`src/rtl/vm_pkg.sv`:
```
// Shared vending-machine definitions: change codes, machine and dispenser state
// encodings, and small helpers for the change arithmetic.
package vm_pkg;

  // Change codes count Rs5 units
  localparam logic [2:0] RS_0  = 3'b000;
  localparam logic [2:0] RS_5  = 3'b001;
  localparam logic [2:0] RS_10 = 3'b010;
  localparam logic [2:0] RS_15 = 3'b011;
  localparam logic [2:0] RS_20 = 3'b100;
  localparam logic [2:0] RS_25 = 3'b101;

  localparam logic [2:0] CHANGE_MAX = RS_25;

  // Front-end vending machine states, owned by the coin-collection FSM
  typedef enum logic [2:0] {
    VM_IDLE     = 3'd0,
    VM_COIN5    = 3'd1,
    VM_COIN10   = 3'd2,
    VM_DISPENSE = 3'd3,
    VM_RETURN   = 3'd4
  } vm_state_e;

  typedef enum logic [1:0] {
    IDLE    = 2'd0,
    MOTOR   = 2'd1,
    REQ     = 2'd2,
    ACK_LOW = 2'd3
  } disp_state_e;

  typedef enum logic [1:0] {
    HS_IDLE     = 2'd0,
    HS_REQ      = 2'd1,
    HS_WAIT_LOW = 2'd2
  } hs_state_e;

  function automatic logic change_legal(input logic [2:0] code);
    return code <= CHANGE_MAX;
  endfunction

  // Rs5 units consumed by one coin: Rs10 coin when sel=1, Rs5 otherwise
  function automatic logic [2:0] coin_units(input logic sel);
    return sel ? 3'd2 : 3'd1;
  endfunction

endpackage

```
`src/rtl/hopper_handshake.sv`:
```
// Four-phase request/acknowledge with the coin hopper for one coin at a time,
// with a per-phase timeout on each awaited acknowledge level.
module hopper_handshake
  import vm_pkg::*;
#(
  parameter int unsigned ACK_TIMEOUT = 15
) (
  input  logic      clk_i,
  input  logic      rst_ni,
  input  logic      start_i,
  input  logic      sel_i,
  input  logic      coin_ack_i,
  output logic      coin_req_o,
  output logic      coin_sel_o,
  output logic      taken_o,
  output logic      done_o,
  output logic      timeout_o,
  output hs_state_e state_o
);

  // Handshake: coin_req rises with a stable coin_sel; hopper raises coin_ack
  // once the coin is out; coin_req drops; hopper drops coin_ack; the coin is
  // complete and the next request may rise on that same edge.
  localparam logic [7:0] T_LAST = 8'(ACK_TIMEOUT - 1);

  hs_state_e  state_q, state_d;
  logic [7:0] tcnt_q, tcnt_d;
  logic       req_q, req_d;
  logic       sel_q, sel_d;
  logic       expired;

  assign expired = (tcnt_q == T_LAST);

  // Events depend only on current state and the hopper level, never on start_i
  always_comb begin
    taken_o   = 1'b0;
    done_o    = 1'b0;
    timeout_o = 1'b0;
    case (state_q)
      HS_REQ: begin
        if (coin_ack_i)   taken_o   = 1'b1;
        else if (expired) timeout_o = 1'b1;
      end
      HS_WAIT_LOW: begin
        if (!coin_ack_i)  done_o    = 1'b1;
        else if (expired) timeout_o = 1'b1;
      end
      default: ;
    endcase
  end

  always_comb begin
    state_d = state_q;
    tcnt_d  = tcnt_q;
    req_d   = 1'b0;
    sel_d   = 1'b0;
    case (state_q)
      HS_IDLE: begin
        if (start_i) begin
          state_d = HS_REQ;
          tcnt_d  = '0;
        end
      end
      HS_REQ: begin
        if (coin_ack_i) begin
          state_d = HS_WAIT_LOW;
          tcnt_d  = '0;
        end else if (expired) begin
          state_d = HS_IDLE;
        end else begin
          tcnt_d = tcnt_q + 8'd1;
        end
      end
      HS_WAIT_LOW: begin
        if (!coin_ack_i) begin
          state_d = start_i ? HS_REQ : HS_IDLE;
          tcnt_d  = '0;
        end else if (expired) begin
          state_d = HS_IDLE;
        end else begin
          tcnt_d = tcnt_q + 8'd1;
        end
      end
      default: state_d = HS_IDLE;
    endcase
    req_d = (state_d == HS_REQ);
    // Denomination is captured on entry and held for the whole request
    if (state_d == HS_REQ) begin
      sel_d = (state_q == HS_REQ) ? sel_q : sel_i;
    end
  end

  always_ff @(posedge clk_i or negedge rst_ni) begin
    if (!rst_ni) begin
      state_q <= HS_IDLE;
      tcnt_q  <= '0;
      req_q   <= 1'b0;
      sel_q   <= 1'b0;
    end else begin
      state_q <= state_d;
      tcnt_q  <= tcnt_d;
      req_q   <= req_d;
      sel_q   <= sel_d;
    end
  end

  assign coin_req_o = req_q;
  assign coin_sel_o = sel_q;
  assign state_o    = state_q;

endmodule

```
`src/rtl/change_dispenser.sv`:
```
// Dispense back end: runs the product motor for a fixed time, then pays change
// greedily in Rs10/Rs5 coins through the hopper handshake. Tracks errors and vends.
module change_dispenser
  import vm_pkg::*;
#(
  parameter int unsigned MOTOR_CYCLES = 4,
  parameter int unsigned ACK_TIMEOUT  = 15
) (
  input  logic        clk,
  input  logic        rst,
  input  logic        vend,
  input  logic [2:0]  change,
  input  logic        coin_ack,
  output logic        motor_on,
  output logic        coin_req,
  output logic        coin_sel,
  output logic        busy,
  output logic        err,
  output logic [7:0]  vend_cnt,
  output disp_state_e dbg_state,
  output hs_state_e   dbg_hs_state,
  output logic [2:0]  dbg_remaining
);

  localparam logic [7:0] M_LAST = 8'(MOTOR_CYCLES - 1);

  disp_state_e state_q, state_d;
  logic [2:0]  rem_q, rem_d;
  logic [7:0]  mcnt_q, mcnt_d;
  logic [7:0]  cnt_q, cnt_d;
  logic        err_q, err_d;
  logic        motor_q, motor_d;
  logic        busy_q, busy_d;

  logic        hs_start;
  logic        hs_taken;
  logic        hs_done;
  logic        hs_timeout;

  hopper_handshake #(
    .ACK_TIMEOUT(ACK_TIMEOUT)
  ) u_hopper (
    .clk_i     (clk),
    .rst_ni    (rst),
    .start_i   (hs_start),
    .sel_i     (rem_q >= 3'd2),
    .coin_ack_i(coin_ack),
    .coin_req_o(coin_req),
    .coin_sel_o(coin_sel),
    .taken_o   (hs_taken),
    .done_o    (hs_done),
    .timeout_o (hs_timeout),
    .state_o   (dbg_hs_state)
  );

  always_comb begin
    state_d  = state_q;
    rem_d    = rem_q;
    mcnt_d   = mcnt_q;
    cnt_d    = cnt_q;
    err_d    = err_q;
    hs_start = 1'b0;

    // A strobe outside IDLE is dropped but remembered as an error
    if (vend && (state_q != IDLE)) err_d = 1'b1;

    case (state_q)
      IDLE: begin
        if (vend) begin
          state_d = MOTOR;
          mcnt_d  = '0;
          cnt_d   = cnt_q + 8'd1;
          if (change_legal(change)) begin
            rem_d = change;
          end else begin
            rem_d = '0;
            err_d = 1'b1;
          end
        end
      end
      MOTOR: begin
        if (mcnt_q == M_LAST) begin
          if (rem_q != '0) begin
            state_d  = REQ;
            hs_start = 1'b1;
          end else begin
            state_d = IDLE;
          end
        end else begin
          mcnt_d = mcnt_q + 8'd1;
        end
      end
      REQ: begin
        if (hs_timeout) begin
          state_d = IDLE;
          rem_d   = '0;
          err_d   = 1'b1;
        end else if (hs_taken) begin
          rem_d   = rem_q - coin_units(coin_sel);
          state_d = ACK_LOW;
        end
      end
      ACK_LOW: begin
        if (hs_timeout) begin
          state_d = IDLE;
          rem_d   = '0;
          err_d   = 1'b1;
        end else if (hs_done) begin
          if (rem_q != '0) begin
            state_d  = REQ;
            hs_start = 1'b1;
          end else begin
            state_d = IDLE;
          end
        end
      end
      default: state_d = IDLE;
    endcase

    motor_d = (state_d == MOTOR);
    busy_d  = (state_d != IDLE);
  end

  always_ff @(posedge clk or negedge rst) begin
    if (!rst) begin
      state_q <= IDLE;
      rem_q   <= '0;
      mcnt_q  <= '0;
      cnt_q   <= '0;
      err_q   <= 1'b0;
      motor_q <= 1'b0;
      busy_q  <= 1'b0;
    end else begin
      state_q <= state_d;
      rem_q   <= rem_d;
      mcnt_q  <= mcnt_d;
      cnt_q   <= cnt_d;
      err_q   <= err_d;
      motor_q <= motor_d;
      busy_q  <= busy_d;
    end
  end

  assign motor_on      = motor_q;
  assign busy          = busy_q;
  assign err           = err_q;
  assign vend_cnt      = cnt_q;
  assign dbg_state     = state_q;
  assign dbg_remaining = rem_q;

endmodule

```
`config.mk`:
```
export PLATFORM = sky130hd
export DESIGN_NAME = change_dispenser
export DESIGN_NICKNAME = d
export VERILOG_FILES = /design/src/rtl/vm_pkg.sv /design/src/rtl/hopper_handshake.sv /design/src/rtl/change_dispenser.sv
export SDC_FILE = /design/constraint.sdc
export NUM_CORES = 1
export LEC_CHECK = 0
export CAP_MARGIN = 10
export CORE_MARGIN = 1.5
export CORE_UTILIZATION = 30
export DETAILED_ROUTE_END_ITERATION = 10
export PLACE_DENSITY = 0.51
export SETUP_SLACK_MARGIN = 0.2
export SLEW_MARGIN = 20
export SYNTH_ARGS = -nofsm -noshare
export SYNTH_HDL_FRONTEND = slang
export SYNTH_HIERARCHICAL = 1
export SYNTH_SLANG_ARGS = --single-unit
```
`constraint.sdc`:
```
create_clock -name clk -period 3.1 [get_ports clk]
set_input_delay 0.775 -clock clk [delete_from_list [all_inputs] [get_ports clk]]
set_output_delay 0.775 -clock clk [all_outputs]
set_load 0.1 [all_outputs]
```
# Yosys cells after proc, flatten, opt, wreduce, memory -nomap -nowiden
# Index checks and enable logic that the tools add are counted.
# totals
elab_cells	95
ff_bits	36
input_bits	7
output_inout_bits	20
# op_classes
n_mux	49
n_lt_le_gt_ge	2
reduce_logical	14
eq_ne	15
add_sub_neg	4
# op_table
op	count
8-bit two-way mux	6
8-bit by 1-bit adder with 8-bit output, second input constant	3
2-bit two-way mux	12
8-bit case mux with 3 select lines	1
1-bit two-way mux	18
8-bit case mux with 2 select lines	1
3-bit two-way mux	5
3-bit case mux with 3 select lines	1
3-bit nonzero test	3
2-bit by 1-bit equality test with 1-bit output, second input constant	4
8-bit by 2-bit equality test with 1-bit output, second input constant	1
8-bit by 4-bit equality test with 1-bit output, second input constant	1
2-bit inequality test, second input constant	4
2-bit case mux with 4 select lines	1
2-bit equality test, second input constant	3
1-bit case mux with 2 select lines	3
2-bit case mux with 3 select lines	1
2-bit nonzero test	3
2-bit logical NOT	2
2-bit AND reduction	2
4-bit AND reduction	1
3-bit by 2-bit greater-or-equal comparator with 1-bit output, second input constant	1
3-bit less-or-equal comparator, second input constant	1
3-bit inequality test, second input constant	1
5 further kinds	5

# Logic depth before layout (Yosys ltp)
# depth
ltp_word	11
depth_mapped	12
depth_no_buf	12

# Cells and area by module
# The synthesis kept the hierarchy.
# modules_own_cells
mod	instances	cells_each	area_per_inst_um2
change_dispenser	1	130	1321.3
hopper_handshake	1	79	764.5

# Worst setup path after synthesis
# No wires, ideal clock.
# synth_path
kind	reg-to-reg
start	register u_hopper.state_q[1] (netlist: u_hopper/state_o[1])
end	register u_hopper.tcnt_q[7]
t_required_ps	3017
arrival_ps	3395
stages_incl_launch_ff	12
path_buffers	0
slack_ps	-378
cell_sequence	dfrtp_1 inv_1 ha_1 mux2_2 and3_1 and2b_1 nand2_1 a21oi_1 and2b_1 or3_4 or4_1 o21ai_0
# synth_lines
item	line_no	rtl
from (decl)	hopper_handshake.sv:26	hs_state_e state_q, state_d;
from (signal assigned)	hopper_handshake.sv:100	state_q <= state_d;
2-bit equality test or 2-bit by 1-bit equality test with 1-bit output (tied branches)	hopper_handshake.sv:39	case (state_q)
1-bit case mux with 2 select lines (*)	hopper_handshake.sv:39	
named net hs_timeout	change_dispenser.sv:38	logic hs_timeout;
1-bit two-way mux (*)	change_dispenser.sv:104	if (hs_timeout) begin
1-bit case mux with 2 select lines (*)	change_dispenser.sv:67	case (state_q)
named net hs_start	change_dispenser.sv:35	logic hs_start;
2-bit by 1-bit inequality test with 1-bit output (no source line) (*)	--	
2-bit AND reduction (no source line) (*)	--	
to (signal assigned)	hopper_handshake.sv:101	tcnt_q <= tcnt_d;
to (decl)	hopper_handshake.sv:27	logic [7:0] tcnt_q, tcnt_d;
# The timed path passes the listed nets; every way through them passes the cells marked *.
# A chain may end at the register's enable or synchronous reset.

# Final worst setup path
# layout_path
start	register mcnt_q[0]
end	register u_hopper.tcnt_q[7]
# layout_via
elab_chain_len	5
# layout_rtl
item	line_no	rtl
from (decl)	change_dispenser.sv:29	logic [7:0] mcnt_q, mcnt_d;
from (signal assigned)	change_dispenser.sv:136	mcnt_q <= mcnt_d;
8-bit by 2-bit equality test with 1-bit output	change_dispenser.sv:82	if (mcnt_q == M_LAST) begin
1-bit two-way mux	change_dispenser.sv:82	
1-bit case mux with 2 select lines	change_dispenser.sv:67	
named net hs_start	change_dispenser.sv:35	
2-bit by 1-bit inequality test with 1-bit output (no source line)	--	
2-bit AND reduction (no source line)	--	
# The timed path passes the listed nets, and every way through them passes these cells.

==> summary.md <==
| Metric | Value |
|---|---|
| Status | `completed` |
| RD Place Congestion | `0.8117` |
| # diodes | `0` |
| Initial antenna violation count | `0` |
| Crit path time final | `2.781 ns` |
| Reg clk slew, reported paths | `0.08 ns` |
| Simple-Gate Fraction of Synth Area | `24.60%` |
| Clock skew | `0.004811 ns` |
| Pre-CTS setup slack | `-0.2486 ns` |
| Register area share after synthesis | `43.19%` |
| Async S/R FF share, synth | `100.0%` |
| Setup Crit Path Kind | `reg -> reg` |
| CP peak stage delay | `0.51 ns` |
| Maximum VDD drop | `0.3948 mV` |
| CP arrival | `2.99 ns` |
| Yosys cell types | `51` |
| Leak pwr | `1.127 nW` |
| Drt first pass iters | `4` |
| Setup crit start kind | `flip-flop` |
| HP Class | `in -> async` |
| Post-synthesis cell count | `209` |
| Met2 Track Usage GR | `20.45%` |
| Detailed-route via count | `1658` |
| Endpoints failing hold | `0` |
| Critical Path Start | `mcnt_q[0]` |
| First-pass GRT wire length | `7610 um` |
| Site row count | `30` |
| Met3 Use GR | `2.952%` |
| Prevailing post-synth register cell | `dfrtp_1` |
| Combinational family with the most area after synthesis | `simple AND/OR/NAND/NOR gates` |
| RSZ-0062 raised after global routing | `yes` |
| Root buffer cell | `clkbuf_8` |
| Count of final setup violators | `0` |
| Setup crit end kind | `flip-flop` |
| Post-CTS Setup Bufs | `0` |
| GRT met1 Usage | `17.76%` |
| Power Density | `961.6 nW/um2` |
| FF+latch count, synth | `36` |
| Max FO, Critical Path | `5` |
| Number of global-route vias before repair | `1605` |
| Max Root-Sink Buffers | `2` |
| Die X | `86.38 um` |
| Fmax | `0.3596 GHz` |
| Drt first-iter violations | `63` |
| Syn Area/Cell | `9.980 um2` |
| Starting density of the core | `30.87%` |
| Final Cycle Share | `89.71%` |
| R2r startpoint | `mcnt_q[0]` |
| Total core area | `6756 um2` |
| DRC viols | `0` |
| Vias per cell | `4.994` |
| Synth Area in Compound Gates | `13.38%` |
| GR Util All Layers | `13.06%` |
| I/O pin total | `27` |
| Hold WS | `0.4111 ns` |
| Post-DP HPWL | `3369 um` |
| Skew-Pair Late Insertion Delay | `0.29 ns` |
| Critical Path Slowest Stage Cell | `or4b_4` |
| Finished Layout Cells | `332` |
| Top cell by count, worst path | `or3_4` |
| EDFF count, synth | `0` |
| Placed insts | `324` |
| PortBufs | `26` |
| Post-Synth XOR/XNOR Area | `5.879%` |
| Rel. slew slack | `66.32%` |
| CTS tree | `yes` |
| Slack of the critical path | `0.3189 ns` |
| Clk sink count | `36` |
| Area growth syn-to-layout | `23.94%` |
| Layout cells sized above 1 | `28.17%` |
| Pin count of the biggest net entering global routing | `21` |
| Syn nets | `226` |
| Total Power | `2.486 mW` |
| Max Slew Vio Count | `0` |
| DIE HEIGHT | `86.38 um` |
| Setup TNS | `0 ns` |
| Multiplexer share of the synthesized area | `2.939%` |
| Busiest grt layer | `met2` |
| Die area | `7462 um2` |
| Yosys warns | `6` |
| Crit-path cells | `ha_2, or4b_4, or3_4, a21oi_2, and2b_1, or3_4, or4_1, o21ai_0` |
| NumNets Final | `268` |
| Grt ovf | `0` |
| Routed len/inst | `13.69 um` |
| Routed wire length | `4546 um` |
| Fillers | `702` |
| Synthesized cell area | `2086 um2` |
| Htree depth | `2` |
| Worst slew pin tran | `0.4954 ns` |
| Post-synthesis adder-cell area fraction | `6.359%` |
| # hold bufs at CTS | `0` |
| CTS Buf Count | `5` |
| Max Cap Viol | `0` |
| CP required | `3.31 ns` |
| Post-DRT Antenna Nets | `0` |
## worst max-delay path, delay by kind of cell (launching register included)
family                   cells  cell delay, ns
AND/OR/NAND/NOR              5            1.88
flip-flops                   1            0.39
AO/OA/AOI/OAI                2            0.22
adder cells (fa/ha/maj)      1            0.20
## power by group
group	leakage, nW	internal, mW	switching, mW
clock	0.0479	0.157	0.182
combinational	0.613	0.419	0.992
sequential	0.466	0.594	0.143
## layer usage
| layer | wire, um | part of all wire, % | up-vias |
|---|---|---|---|
| li1 | - | - | 828 |
| met4 | 65 | 1.4 | 0 |
| met2 | 2125 | 47 | 37 |
| met3 | 166 | 3.7 | 7 |
| met5 | 0 | 0 | - |
| met1 | 2188 | 48 | 786 |
## kinds of logic after synthesis
logic type,Yosys count
flops,36
xor+xnor,14
fa+ha+maj,10
compound gates,40
simple gates,85
buf+inv,18
mux,6
## registers in the layout, indices dropped and copies added, names as in the netlist, 2 cells and up
name	cells
mcnt_q	8
dbg_remaining	3
u_hopper/tcnt_q	8
u_hopper/state_o	2
vend_cnt	8
dbg_state	2
## path summary, 6_finish.rpt
check	slack, ns	endpoint	cells after the start
worst max-delay path	0.32	u_hopper/tcnt_q[7]	8
worst min-delay path	0.41	u_hopper/state_o[1]	1
worst max register to register	0.32	u_hopper/tcnt_q[7]	8
worst min register to register	0.48	vend_cnt[7]	1
max in group asynchronous	2.08	u_hopper/tcnt_q[1]	2
min in group clk	0.48	vend_cnt[7]	1
## through the flow
step	util [%]	instance area [um2]
5_1_grt	38.26	2585
6_report	38.26	2585
4_1_cts	38.09	2574
3_3_place_gp	36.76	2484
2_1_floorplan	-	2108
3_5_place_dp	36.76	2484
## cells in the final DEF, fill, tap and decap left out, types with 4 or more instances in the layout
cell type / count
a21oi_1: 7
inv_1: 13
and2b_1: 4
nand2_1: 16
clkbuf_8: 5
dfrtp_1: 33
buf_4: 32
o21ai_0: 13
clkdlybuf4s50_1: 4
nand4_1: 4
mux2i_1: 4
nand3_1: 10
nor2_1: 11
nor3_1: 6
xor2_1: 4
xnor2_1: 10
ha_1: 6
## cells in the mapped netlist, drive strengths merged, types with 5 or more instances
library cell  number  area share, %
dfrtp             36             43
nand2             16            2.9
inv               15            2.7
o21ai             14            3.5
nand3             11            2.9
nor2              11            2.0
xnor2             10            4.2
ha                 9            5.4
a21oi              8            1.9
nor3               7            2.2
and2               5            1.7
and2b              5            1.9
mux2i              5            2.4
## cell type report
cell class / count / area (um2) / share of cell area, %
repair buffers: 38 / 294.0 / 11.37
well taps: 80 / 100.1 / 3.872
clock inverters: 3 / 18.77 / 0.7260
multi-input cells: 155 / 1137 / 44.00
inverters: 15 / 56.30 / 2.178
clock buffers: 5 / 68.82 / 2.662
flip-flops and latches: 36 / 909.6 / 35.19
## what timing repair did
action / 4_1_cts / 5_1_grt
pin swaps: 0 / 0
setup endpoints to repair: 2 / 8
gates resized for setup: 2 / 3
No activity file was read; power rests on OpenSTA's default activity.
